--- src/rtl/cpu_control_unit.sv ---
// Multi-cycle control FSM for the teaching processor: sequences fetch, decode,
// execute, data-memory access and register writeback from a 16-bit instruction.
module cpu_control_unit #(
    parameter int OPW  = 4,
    parameter int REGW = 4,
    parameter int IW   = 16
) (
    input  logic            clk,
    input  logic            rst,
    input  logic [IW-1:0]   instr,
    input  logic            mem_ready,
    input  logic            alu_zero,
    output logic            imem_req,
    output logic            ir_load,
    output logic            pc_inc,
    output logic            pc_load,
    output logic [2:0]      alu_op,
    output logic            alu_src_imm,
    output logic [REGW-1:0] rs_addr,
    output logic [REGW-1:0] rt_addr,
    output logic [REGW-1:0] rd_addr,
    output logic            rf_we,
    output logic            rf_wsel,
    output logic            dmem_req,
    output logic            dmem_we,
    output logic            zero_flag,
    output logic            halted,
    output logic [2:0]      state
);

    typedef enum logic [2:0] {
        S_FETCH     = 3'd0,
        S_DECODE    = 3'd1,
        S_EXECUTE   = 3'd2,
        S_MEM       = 3'd3,
        S_WRITEBACK = 3'd4,
        S_HALT      = 3'd5
    } state_t;

    state_t          r_state;
    state_t          w_next;
    logic [IW-1:0]   r_ir;
    logic            r_zero;
    logic [OPW-1:0]  w_op;
    logic            w_is_alu;

    logic            w_imem_req, w_ir_load, w_pc_inc, w_pc_load;
    logic [2:0]      w_alu_op;
    logic            w_alu_src_imm, w_rf_we, w_rf_wsel;
    logic            w_dmem_req, w_dmem_we, w_halted;

    assign w_op     = r_ir[IW-1 -: OPW];
    assign w_is_alu = (w_op >= 4'h1) && (w_op <= 4'h7);

    always_ff @(posedge clk) begin
        if (rst) begin
            r_state <= S_FETCH;
            r_ir    <= '0;
            r_zero  <= 1'b0;
        end else begin
            r_state <= w_next;
            if (w_ir_load) begin
                r_ir <= instr;
            end
            if (r_state == S_EXECUTE && w_is_alu) begin
                r_zero <= alu_zero;
            end
        end
    end

    // Memory handshake: a request (imem_req/dmem_req) is held every cycle of the
    // wait and completes in the cycle mem_ready is high; there is no timeout.
    always_comb begin
        w_next        = r_state;
        w_imem_req    = 1'b0;
        w_ir_load     = 1'b0;
        w_pc_inc      = 1'b0;
        w_pc_load     = 1'b0;
        w_alu_op      = 3'd0;
        w_alu_src_imm = 1'b0;
        w_rf_we       = 1'b0;
        w_rf_wsel     = 1'b0;
        w_dmem_req    = 1'b0;
        w_dmem_we     = 1'b0;
        w_halted      = 1'b0;
        case (r_state)
            S_FETCH: begin
                w_imem_req = 1'b1;
                if (mem_ready) begin
                    w_ir_load = 1'b1;
                    w_pc_inc  = 1'b1;
                    w_next    = S_DECODE;
                end
            end
            S_DECODE: begin
                case (w_op)
                    4'h0, 4'hC, 4'hD, 4'hE: w_next = S_FETCH;
                    4'h8, 4'h9:             w_next = S_MEM;
                    4'hF:                   w_next = S_HALT;
                    default:                w_next = S_EXECUTE;
                endcase
            end
            S_EXECUTE: begin
                case (w_op)
                    4'h2:    w_alu_op = 3'd1;
                    4'h3:    w_alu_op = 3'd2;
                    4'h4:    w_alu_op = 3'd3;
                    4'h5:    w_alu_op = 3'd4;
                    4'h7:    w_alu_op = 3'd7;
                    default: w_alu_op = 3'd0;
                endcase
                w_alu_src_imm = (w_op == 4'h6) || (w_op == 4'h7);
                // JZ tests the flag left by an earlier instruction, never its own.
                if (w_op == 4'hA) begin
                    w_pc_load = 1'b1;
                end else if (w_op == 4'hB) begin
                    w_pc_load = r_zero;
                end
                w_next = w_is_alu ? S_WRITEBACK : S_FETCH;
            end
            S_MEM: begin
                w_dmem_req = 1'b1;
                w_dmem_we  = (w_op == 4'h9);
                if (mem_ready) begin
                    w_next = (w_op == 4'h8) ? S_WRITEBACK : S_FETCH;
                end
            end
            S_WRITEBACK: begin
                w_rf_we   = 1'b1;
                w_rf_wsel = (w_op == 4'h8);
                w_next    = S_FETCH;
            end
            S_HALT: begin
                w_halted = 1'b1;
            end
            default: begin
                w_next = S_FETCH;
            end
        endcase
        // Reset silences every strobe, dropping any request still in flight.
        if (rst) begin
            w_imem_req    = 1'b0;
            w_ir_load     = 1'b0;
            w_pc_inc      = 1'b0;
            w_pc_load     = 1'b0;
            w_alu_op      = 3'd0;
            w_alu_src_imm = 1'b0;
            w_rf_we       = 1'b0;
            w_rf_wsel     = 1'b0;
            w_dmem_req    = 1'b0;
            w_dmem_we     = 1'b0;
            w_halted      = 1'b0;
        end
    end

    assign imem_req    = w_imem_req;
    assign ir_load     = w_ir_load;
    assign pc_inc      = w_pc_inc;
    assign pc_load     = w_pc_load;
    assign alu_op      = w_alu_op;
    assign alu_src_imm = w_alu_src_imm;
    assign rf_we       = w_rf_we;
    assign rf_wsel     = w_rf_wsel;
    assign dmem_req    = w_dmem_req;
    assign dmem_we     = w_dmem_we;
    assign halted      = w_halted;
    assign zero_flag   = r_zero;
    assign state       = r_state;
    assign rs_addr     = r_ir[2*REGW-1 -: REGW];
    assign rt_addr     = r_ir[REGW-1:0];
    assign rd_addr     = r_ir[3*REGW-1 -: REGW];

endmodule

--- config.mk ---
export PLATFORM = sky130hd
export DESIGN_NAME = cpu_control_unit
export DESIGN_NICKNAME = d
export VERILOG_FILES = /design/src/rtl/cpu_control_unit.sv
export SDC_FILE = /design/constraint.sdc
export NUM_CORES = 1
export LEC_CHECK = 0
export CORE_MARGIN = 5
export CORE_UTILIZATION = 35
export CTS_CLUSTER_DIAMETER = 120
export DETAILED_ROUTE_END_ITERATION = 12
export PLACE_DENSITY = 0.75
export SYNTH_ARGS = -nofsm -noshare
export SYNTH_HDL_FRONTEND = slang
export SYNTH_SLANG_ARGS = --single-unit
--- constraint.sdc ---
create_clock -name clk -period 3.4 [get_ports clk]
set_clock_uncertainty 0.1 [all_clocks]
set_input_delay 0.85 -clock clk [delete_from_list [all_inputs] [get_ports clk]]
set_output_delay 0.85 -clock clk [all_outputs]
set_load 0.05 [all_outputs]
; ---- Yosys cells after proc, flatten, opt, wreduce, memory -nomap -nowiden
; Index checks and enable logic that the tools add are counted.
[classes]
n_lt_le_gt_ge = 2
bitwise_logic = 1
n_reduce_logical = 8
mux = 30
div_mod_pow = 0
n_eq_ne = 21
addsub = 0
n_shift = 0
multipliers = 0
[ops]
columns = cell, n
row1 = $eq 4x4->1 const B, 8
row2 = $pmux 3 s5, 2
row3 = $mux 1, 21
row4 = $mux 3, 6
row5 = $eq 4x3->1 const B, 4
row6 = $pmux 3 s3, 1
row7 = $eq 4x2->1 const B, 2
row8 = $eq 3x2->1 const B, 2
row9 = $eq 3x3->1 const B, 2
row10 = $ge 4x1->1 const B, 1
row11 = $le 4x3->1 const B, 1
row12 = $logic_not 4->1, 1
row13 = $ne 2x2->1 const B, 2
row14 = $reduce_or 4->1, 1
row15 = $eq 3x1->1 const B, 1
row16 = $logic_not 3->1, 1
row17 = $reduce_and 3->1, 1
row18 = $logic_and 1x1->1, 2
row19 = $reduce_or 2->1, 1
row20 = $logic_or 1x1->1, 1
row21 = $not 1->1, 1
[word_totals]
ramBits = 0
output_inout_bits = 29
romBits = 0
memories = 0
latch_bits = 0
elab_cells = 65
register_bits = 20
in_bits = 20

; ---- Depth between registers and ports, before layout
; Gate-level depths: netlist of run 1.
[depth]
word_depth = 5
mapped_depth = 7
depth_no_buf = 5

; ---- Worst setup path before layout of run 1
; No wires, ideal clock.
[synth_path]
kind = register -> output
startpoint = register r_state[2] (netlist: state[2])
endpoint = output rf_wsel
stages_incl_launch_ff = 5
arrival_ps = 2720
n_path_buf = 1
t_required_ps = 2450
setup_slack_ps = -270
cell_sequence = dfxtp_1 > buf_2 > nand2b_1 > nor3_1 > and3_1
[synth_between]
elab_chain_len = 3
[synth_rtl]
columns = element, line_no
row1 = from (decl), 40  ; state_t r_state;
row2 = from (signal assigned), 61  ; r_state <= w_next;
row3 = $eq 3x3->1, 86  ; case (r_state)
row4 = $mux 1, 86
row5 = $mux 1, 141  ; if (rst) begin
row6 = to (decl), 23  ; output logic rf_wsel,
; No other way between the ends.

; ---- Worst setup path in the final report of run 1
[layout_path]
startpoint = input rst
endpoint = output pc_load
[layout_between]
elab_chain_len = 1
[layout_rtl]
columns = element, line_no
row1 = from (decl), 9  ; input logic rst,
row2 = $mux 1, 141
row3 = to (decl), 16  ; output logic pc_load,
; No other way between the ends.

==> flow_metrics.tcl, run 1 <==
set metrics [dict create \
    run_status "complete, no violations" \
    hold_path_depth 2 \
    fmax_mhz 312 \
    cts_buffers 3 \
    p_leak_nw 0.622 \
    die_area_um2 4410 \
    worst_pin_slew_ns 0.508 \
    hold-worst-slack_ns 0.363 \
    cts_sinks 20 \
    grt_pass1_vias 1006 \
    start_util 0.365 \
    die_h_um 66.4 \
    initialDrtViolationCount 57 \
    p_per_area_nw_per_um2 372 \
    arrival_ns 2.26 \
    placed_area_um2 1660 \
    final_nets 202 \
    yosys-top-cells-count "38 x nand2_1, 20 x dfxtp_1, 13 x buf_4" \
    netlist_instances 147 \
    grt_antenna_before_repair 0 \
    min_period_over_period 0.944 \
    cts_setup_buffers 0 \
    grt_pass1_wl_um 4750 \
    syn-cell-area_um2 1110 \
    vias 1073 \
    cts_tree "done" \
    async_reset_ff_frac 0 \
    htree_levels 1 \
    dp.cells 221 \
    synth_top_area_cell "dfxtp_1" \
    regArea_um2 400 \
    synth_edf_count 0 \
    fill_cells 285 \
    num_rows 20 \
    drc 0 \
    yosysMostFrequentCell "nand2_1" \
    drive_gt1_frac 0.177 \
    finalNonFillerCells 225 \
    overflow 0 \
    synth_top_cell_area_share 0.360 \
    ff2ff_path_depth 4 \
    hold_class "flip-flop to flip-flop" \
    startpoint_type "input pin" \
    dr.pass1.iters 4 \
    vdd_drop_max_mv 0.256 \
    gp_congestion 0.850 \
    clockBufferDepth 2 \
    hold_buffers 0 \
    setup_viol 0 \
    insertion_delay_ns 0.30 \
    setup_tns_ns 0 \
    yosysUniqueCellTypes 28 \
    synth_fp_nets 167 \
    hold_viol 0 \
    ios 49 \
    fin_area_um2 1710 \
    ant_nets 0 \
    multi_input_area_um2 542 \
    synth_area_per_cell_um2 7.58 \
    ys_seq_area_frac 0.360 \
    routed_wl_um 2900 \
    post-route-min-period_ns 3.21 \
    ys_ff_latch 20 \
    maxCapViolCount 0 \
    portBuffers 48 \
    r2r_slack_ns 1.67 \
    reg2reg_from "state[1]" \
    reg2reg_to "zero_flag" \
    required_ns 2.45 \
    relSlewSlack 0.660 \
    place_hpwl_um 2220 \
    rsz0062_at_grt "no" \
    critPathMaxFanout 7 \
    area_delta_synth_final_pct 53.9 \
    num_antenna_cells 0 \
    grt_max_degree 18 \
    wl_per_cell_um 12.9 \
    fin_util 0.561 \
    path_class "input pin to output pin" \
    viasPerCell 4.77 \
    hold_path_end "r_ir[0]" \
    synth_area_leaders "dfxtp_1 36%, nand2_1 13%, buf_4 8.8%" \
    cts-root-buf "clkbuf_4" \
    yosys_warnings 0 \
    track_usage 0.138 \
    worstHoldStart "r_ir[0]" \
    drv_slew 0 \
    dieWidth_um 66.4 \
    cts_resized 0 \
    cp-end-kind "output pin" \
    synth_flop_cell "dfxtp_1" \
    core_um2 3050 \
    clk_pin_slew_worst_paths_ns 0.11 \
]
[sequential cells by signal, indices dropped and copies added (netlist names)]
register   flops
r_ir          16
state          3
zero_flag      1
[where the power goes]
| part | switching [mW] | internal (mW) |
|---|---|---|
| clock network | 0.0731 | 0.119 |
| registers | 0.0208 | 0.248 |
| logic | 0.100 | 0.0761 |
[critical path, cell delays in order]
cell	delay [ns]
clkdlybuf4s50_1	0.54
nor2_1	0.24
o21ai_0	0.12
nor3_1	0.33
buf_12	0.18
[layout by cell type, fill, tap and decap left out, drive strengths merged]
cell type,n
nand2,39
clkdlybuf4s50,35
dfxtp,20
buf,18
a21oi,17
nor2,11
nor3,7
nor4,5
nand2b,4
o21ai,3
nand3b,3
clkbuf,3
inv,3
nor2b,2
and3,2
a211oi,2
xor2,1
nand4,1
a21o,1
a221oi,1
mux2i,1
o31a,1
bufinv,1
[worst max path at each step]
| stage | from | endpoint | cells after the start | slack [ns] |
|---|---|---|---|---|
| after detailed placement | rst | pc_load | 5 | 0.21 |
| after floorplan | state[2] | rf_wsel | 4 | 0.20 |
| final | rst | pc_load | 5 | 0.19 |
| after global routing | rst | pc_load | 5 | 0.03 |
| after global placement | rst | alu_op[0] | 5 | 0.25 |
| after CTS | rst | pc_load | 5 | 0.17 |
[cell families (layout without fill, tap and decap cells)]
family	count (synthesis)	count (layout)	share of synthesized area
mux	1	1	0.00899
buf+inv	26	60	0.158
compound gates	25	25	0.146
simple gates	74	74	0.319
flops	20	20	0.360
xor+xnor	1	1	0.00787
[area by class of cell]
| class | instances | area share |
|---|---|---|
| Sequential cell | 20 | 0.234 |
| Tap cell | 44 | 0.0321 |
| Multi-Input combinational cell | 101 | 0.316 |
| Clock buffer | 3 | 0.0131 |
| Inverter | 3 | 0.00949 |
| Timing Repair Buffer | 53 | 0.378 |
| Clock inverter | 1 | 0.0175 |
[metal layers]
| layer | track usage | share of wire | vias up |
|---|---|---|---|
| met3 | 0.0425 | 0.096 | 5 |
| met5 | 0 | 0 | - |
| met1 | 0.182 | 0.44 | 476 |
| met4 | 0.0482 | 0.0072 | 0 |
| met2 | 0.209 | 0.46 | 53 |
| li1 | - | - | 539 |
[through the flow]
stage	power, mW	setup WS [ns]
floorplan	0.389	0.205
global placement	0.446	0.249
detailed placement	0.450	0.207
CTS	0.642	0.173
global route	0.669	0.0266
finish	0.637	0.190
No activity file was read; power rests on OpenSTA's default activity.
==> run 2: changes to the inputs <==
--- a/config.mk
+++ b/config.mk
@@ -13,3 +13,4 @@
 export SYNTH_ARGS = -nofsm -noshare
 export SYNTH_HDL_FRONTEND = slang
 export SYNTH_SLANG_ARGS = --single-unit
+export TNS_END_PERCENT = 10
==> results of run 2 <==
Final layout, timing and power as in run 1 (identical DEF).
==> run 3: changes to the inputs <==
--- a/config.mk
+++ b/config.mk
@@ -8,8 +8,10 @@
 export CORE_MARGIN = 5
 export CORE_UTILIZATION = 35
 export CTS_CLUSTER_DIAMETER = 120
+export CTS_CLUSTER_SIZE = 12
 export DETAILED_ROUTE_END_ITERATION = 12
 export PLACE_DENSITY = 0.75
+export SKIP_CTS_REPAIR_TIMING = 1
 export SYNTH_ARGS = -nofsm -noshare
 export SYNTH_HDL_FRONTEND = slang
 export SYNTH_SLANG_ARGS = --single-unit
==> constraint.sdc (replaced) <==
create_clock -name clk -period 3.8 [get_ports clk]
set_clock_uncertainty 0.1 [all_clocks]
set_input_delay 0.95 -clock clk [delete_from_list [all_inputs] [get_ports clk]]
set_output_delay 0.95 -clock clk [all_outputs]
set_load 0.05 [all_outputs]
==> run 3 against run 2 <==
  * Routed wire length decreased by 2.1%
  * Critical endpoint is now pc_inc
  * Combinational power is 12% lower
  * Die area unchanged
  * Largest power group unchanged
  * Final cell count down 1.3%
  * Sequential power fell by 11%
==> flow_metrics.tcl, run 3 (synthesized netlist as in run 1, its figures left out) <==
set metrics [dict create \
    run_status "complete, no violations" \
    ant_nets 0 \
    regArea_um2 400 \
    vias 1072 \
    grt_antenna_before_repair 0 \
    grt_max_degree 20 \
    cts_sinks 20 \
    place_hpwl_um 2230 \
    viasPerCell 4.83 \
    fmax_mhz 290 \
    fin_area_um2 1670 \
    layout_common_cells "38 x nand2_1, 35 x clkdlybuf4s50_1, 20 x dfxtp_1" \
    start_util 0.365 \
    die_h_um 66.4 \
    drive_gt1_frac 0.163 \
    wl_per_cell_um 12.8 \
    hold_class "flip-flop to flip-flop" \
    min_period_over_period 0.909 \
    dieWidth_um 66.4 \
    grt_pass1_wl_um 4580 \
    vdd_drop_max_mv 0.158 \
    cts-root-buf "clkbuf_4" \
    cpPeakStageDelay_ns 0.48 \
    num_antenna_cells 0 \
    placed_area_um2 1650 \
    area_delta_synth_final_pct 49.9 \
    cts_tree "done" \
    startpoint_type "input pin" \
    p_leak_nw 0.598 \
    arrival_ns 2.40 \
    core_um2 3050 \
    post-route-min-period_ns 3.45 \
    initialDrtViolationCount 41 \
    track_usage 0.133 \
    final_common_cell "nand2_1" \
    clockBufferDepth 2 \
    critPathTopFamily "buffers and inverters" \
    cp_cell_sequence "clkdlybuf4s50_1, buf_4, nor4_4, nand2_4, inv_6, buf_12" \
    critPathMaxFanout 19 \
    htree_levels 1 \
    cp.buffers_inverters 4 \
    cts_buffers 3 \
    p_per_area_nw_per_um2 295 \
    rsz0062_at_grt "no" \
    final_nets 200 \
    portBuffers 48 \
    path_class "input pin to output pin" \
    worst_pin_slew_ns 0.528 \
    required_ns 2.75 \
    drv_slew 0 \
    setup_tns_ns 0 \
    dr.pass1.iters 4 \
    hold_viol 0 \
    critical_path.slowest_cell "clkdlybuf4s50_1" \
    hold-worst-slack_ns 0.368 \
    finalPower_uw 493 \
    overflow 0 \
    cp-end-kind "output pin" \
    routed_wl_um 2840 \
    ios 49 \
    largest_reg_flops 16 \
    num_rows 20 \
    grt_pass1_vias 1049 \
    die_area_um2 4410 \
    clk_pin_slew_worst_paths_ns 0.10 \
    multi_input_area_um2 542 \
    drc 0 \
    regMostFlops "r_ir" \
    relSlewSlack 0.647 \
    fill_cells 303 \
    gp_congestion 0.756 \
    maxCapViolCount 0 \
    setup_viol 0 \
    insertion_delay_ns 0.29 \
]
==> run 3: cell types whose count changed in the layout (fill, tap and decap cells not counted) <==
cell	previous run	this run
buf_4	5	3
bufinv_16	1	0
==> run 3: final cells by class <==
| type | count | share of cell area |
|---|---|---|
| clock buffers | 3 | 0.0135 |
| flip-flops and latches | 20 | 0.240 |
| repair buffers | 51 | 0.379 |
| well taps | 44 | 0.0330 |
| multi-input cells | 101 | 0.325 |
| inverters | 3 | 0.00975 |
==> run 3: per-layer routing <==
layer,vias to the layer above,GRT usage,part of all wire
met5,-,0,0
met4,0,0.0381,0.0046
met3,2,0.0442,0.071
met2,37,0.219,0.49
met1,493,0.163,0.43
li1,540,-,-
==> run 3: where the power goes <==
| part | switching [mW] | leakage, nW | internal (mW) |
|---|---|---|---|
| clock | 0.0608 | 0.0138 | 0.0369 |
| sequential | 0.0184 | 0.163 | 0.222 |
| combinational | 0.0878 | 0.421 | 0.0674 |
| total | 0.167 | 0.598 | 0.326 |
==> run 3: tightest hold or removal path, cell delays in order (launching register included) <==
cell,delay (ns)
dfxtp_1,0.33
nand2_1,0.05
a21oi_1,0.05
==> run 3: path summary, 6_finish.rpt <==
check	start	to	slack, ns	cells after the start
setup / recovery	rst	pc_inc	0.35	6
hold / removal	r_ir[1]	r_ir[1]	0.37	2
setup reg to reg	state[1]	state[2]	2.12	4
hold reg to reg	r_ir[1]	r_ir[1]	0.37	2
==> run 3: through the flow <==
step	utilization	cells	worst slack [ns]
after floorplan	-	147	0.442
after global placement	0.539	219	0.412
after detailed placement	0.539	219	0.365
after CTS	0.547	222	0.351
after global routing	0.547	222	0.230
final	0.547	222	0.348
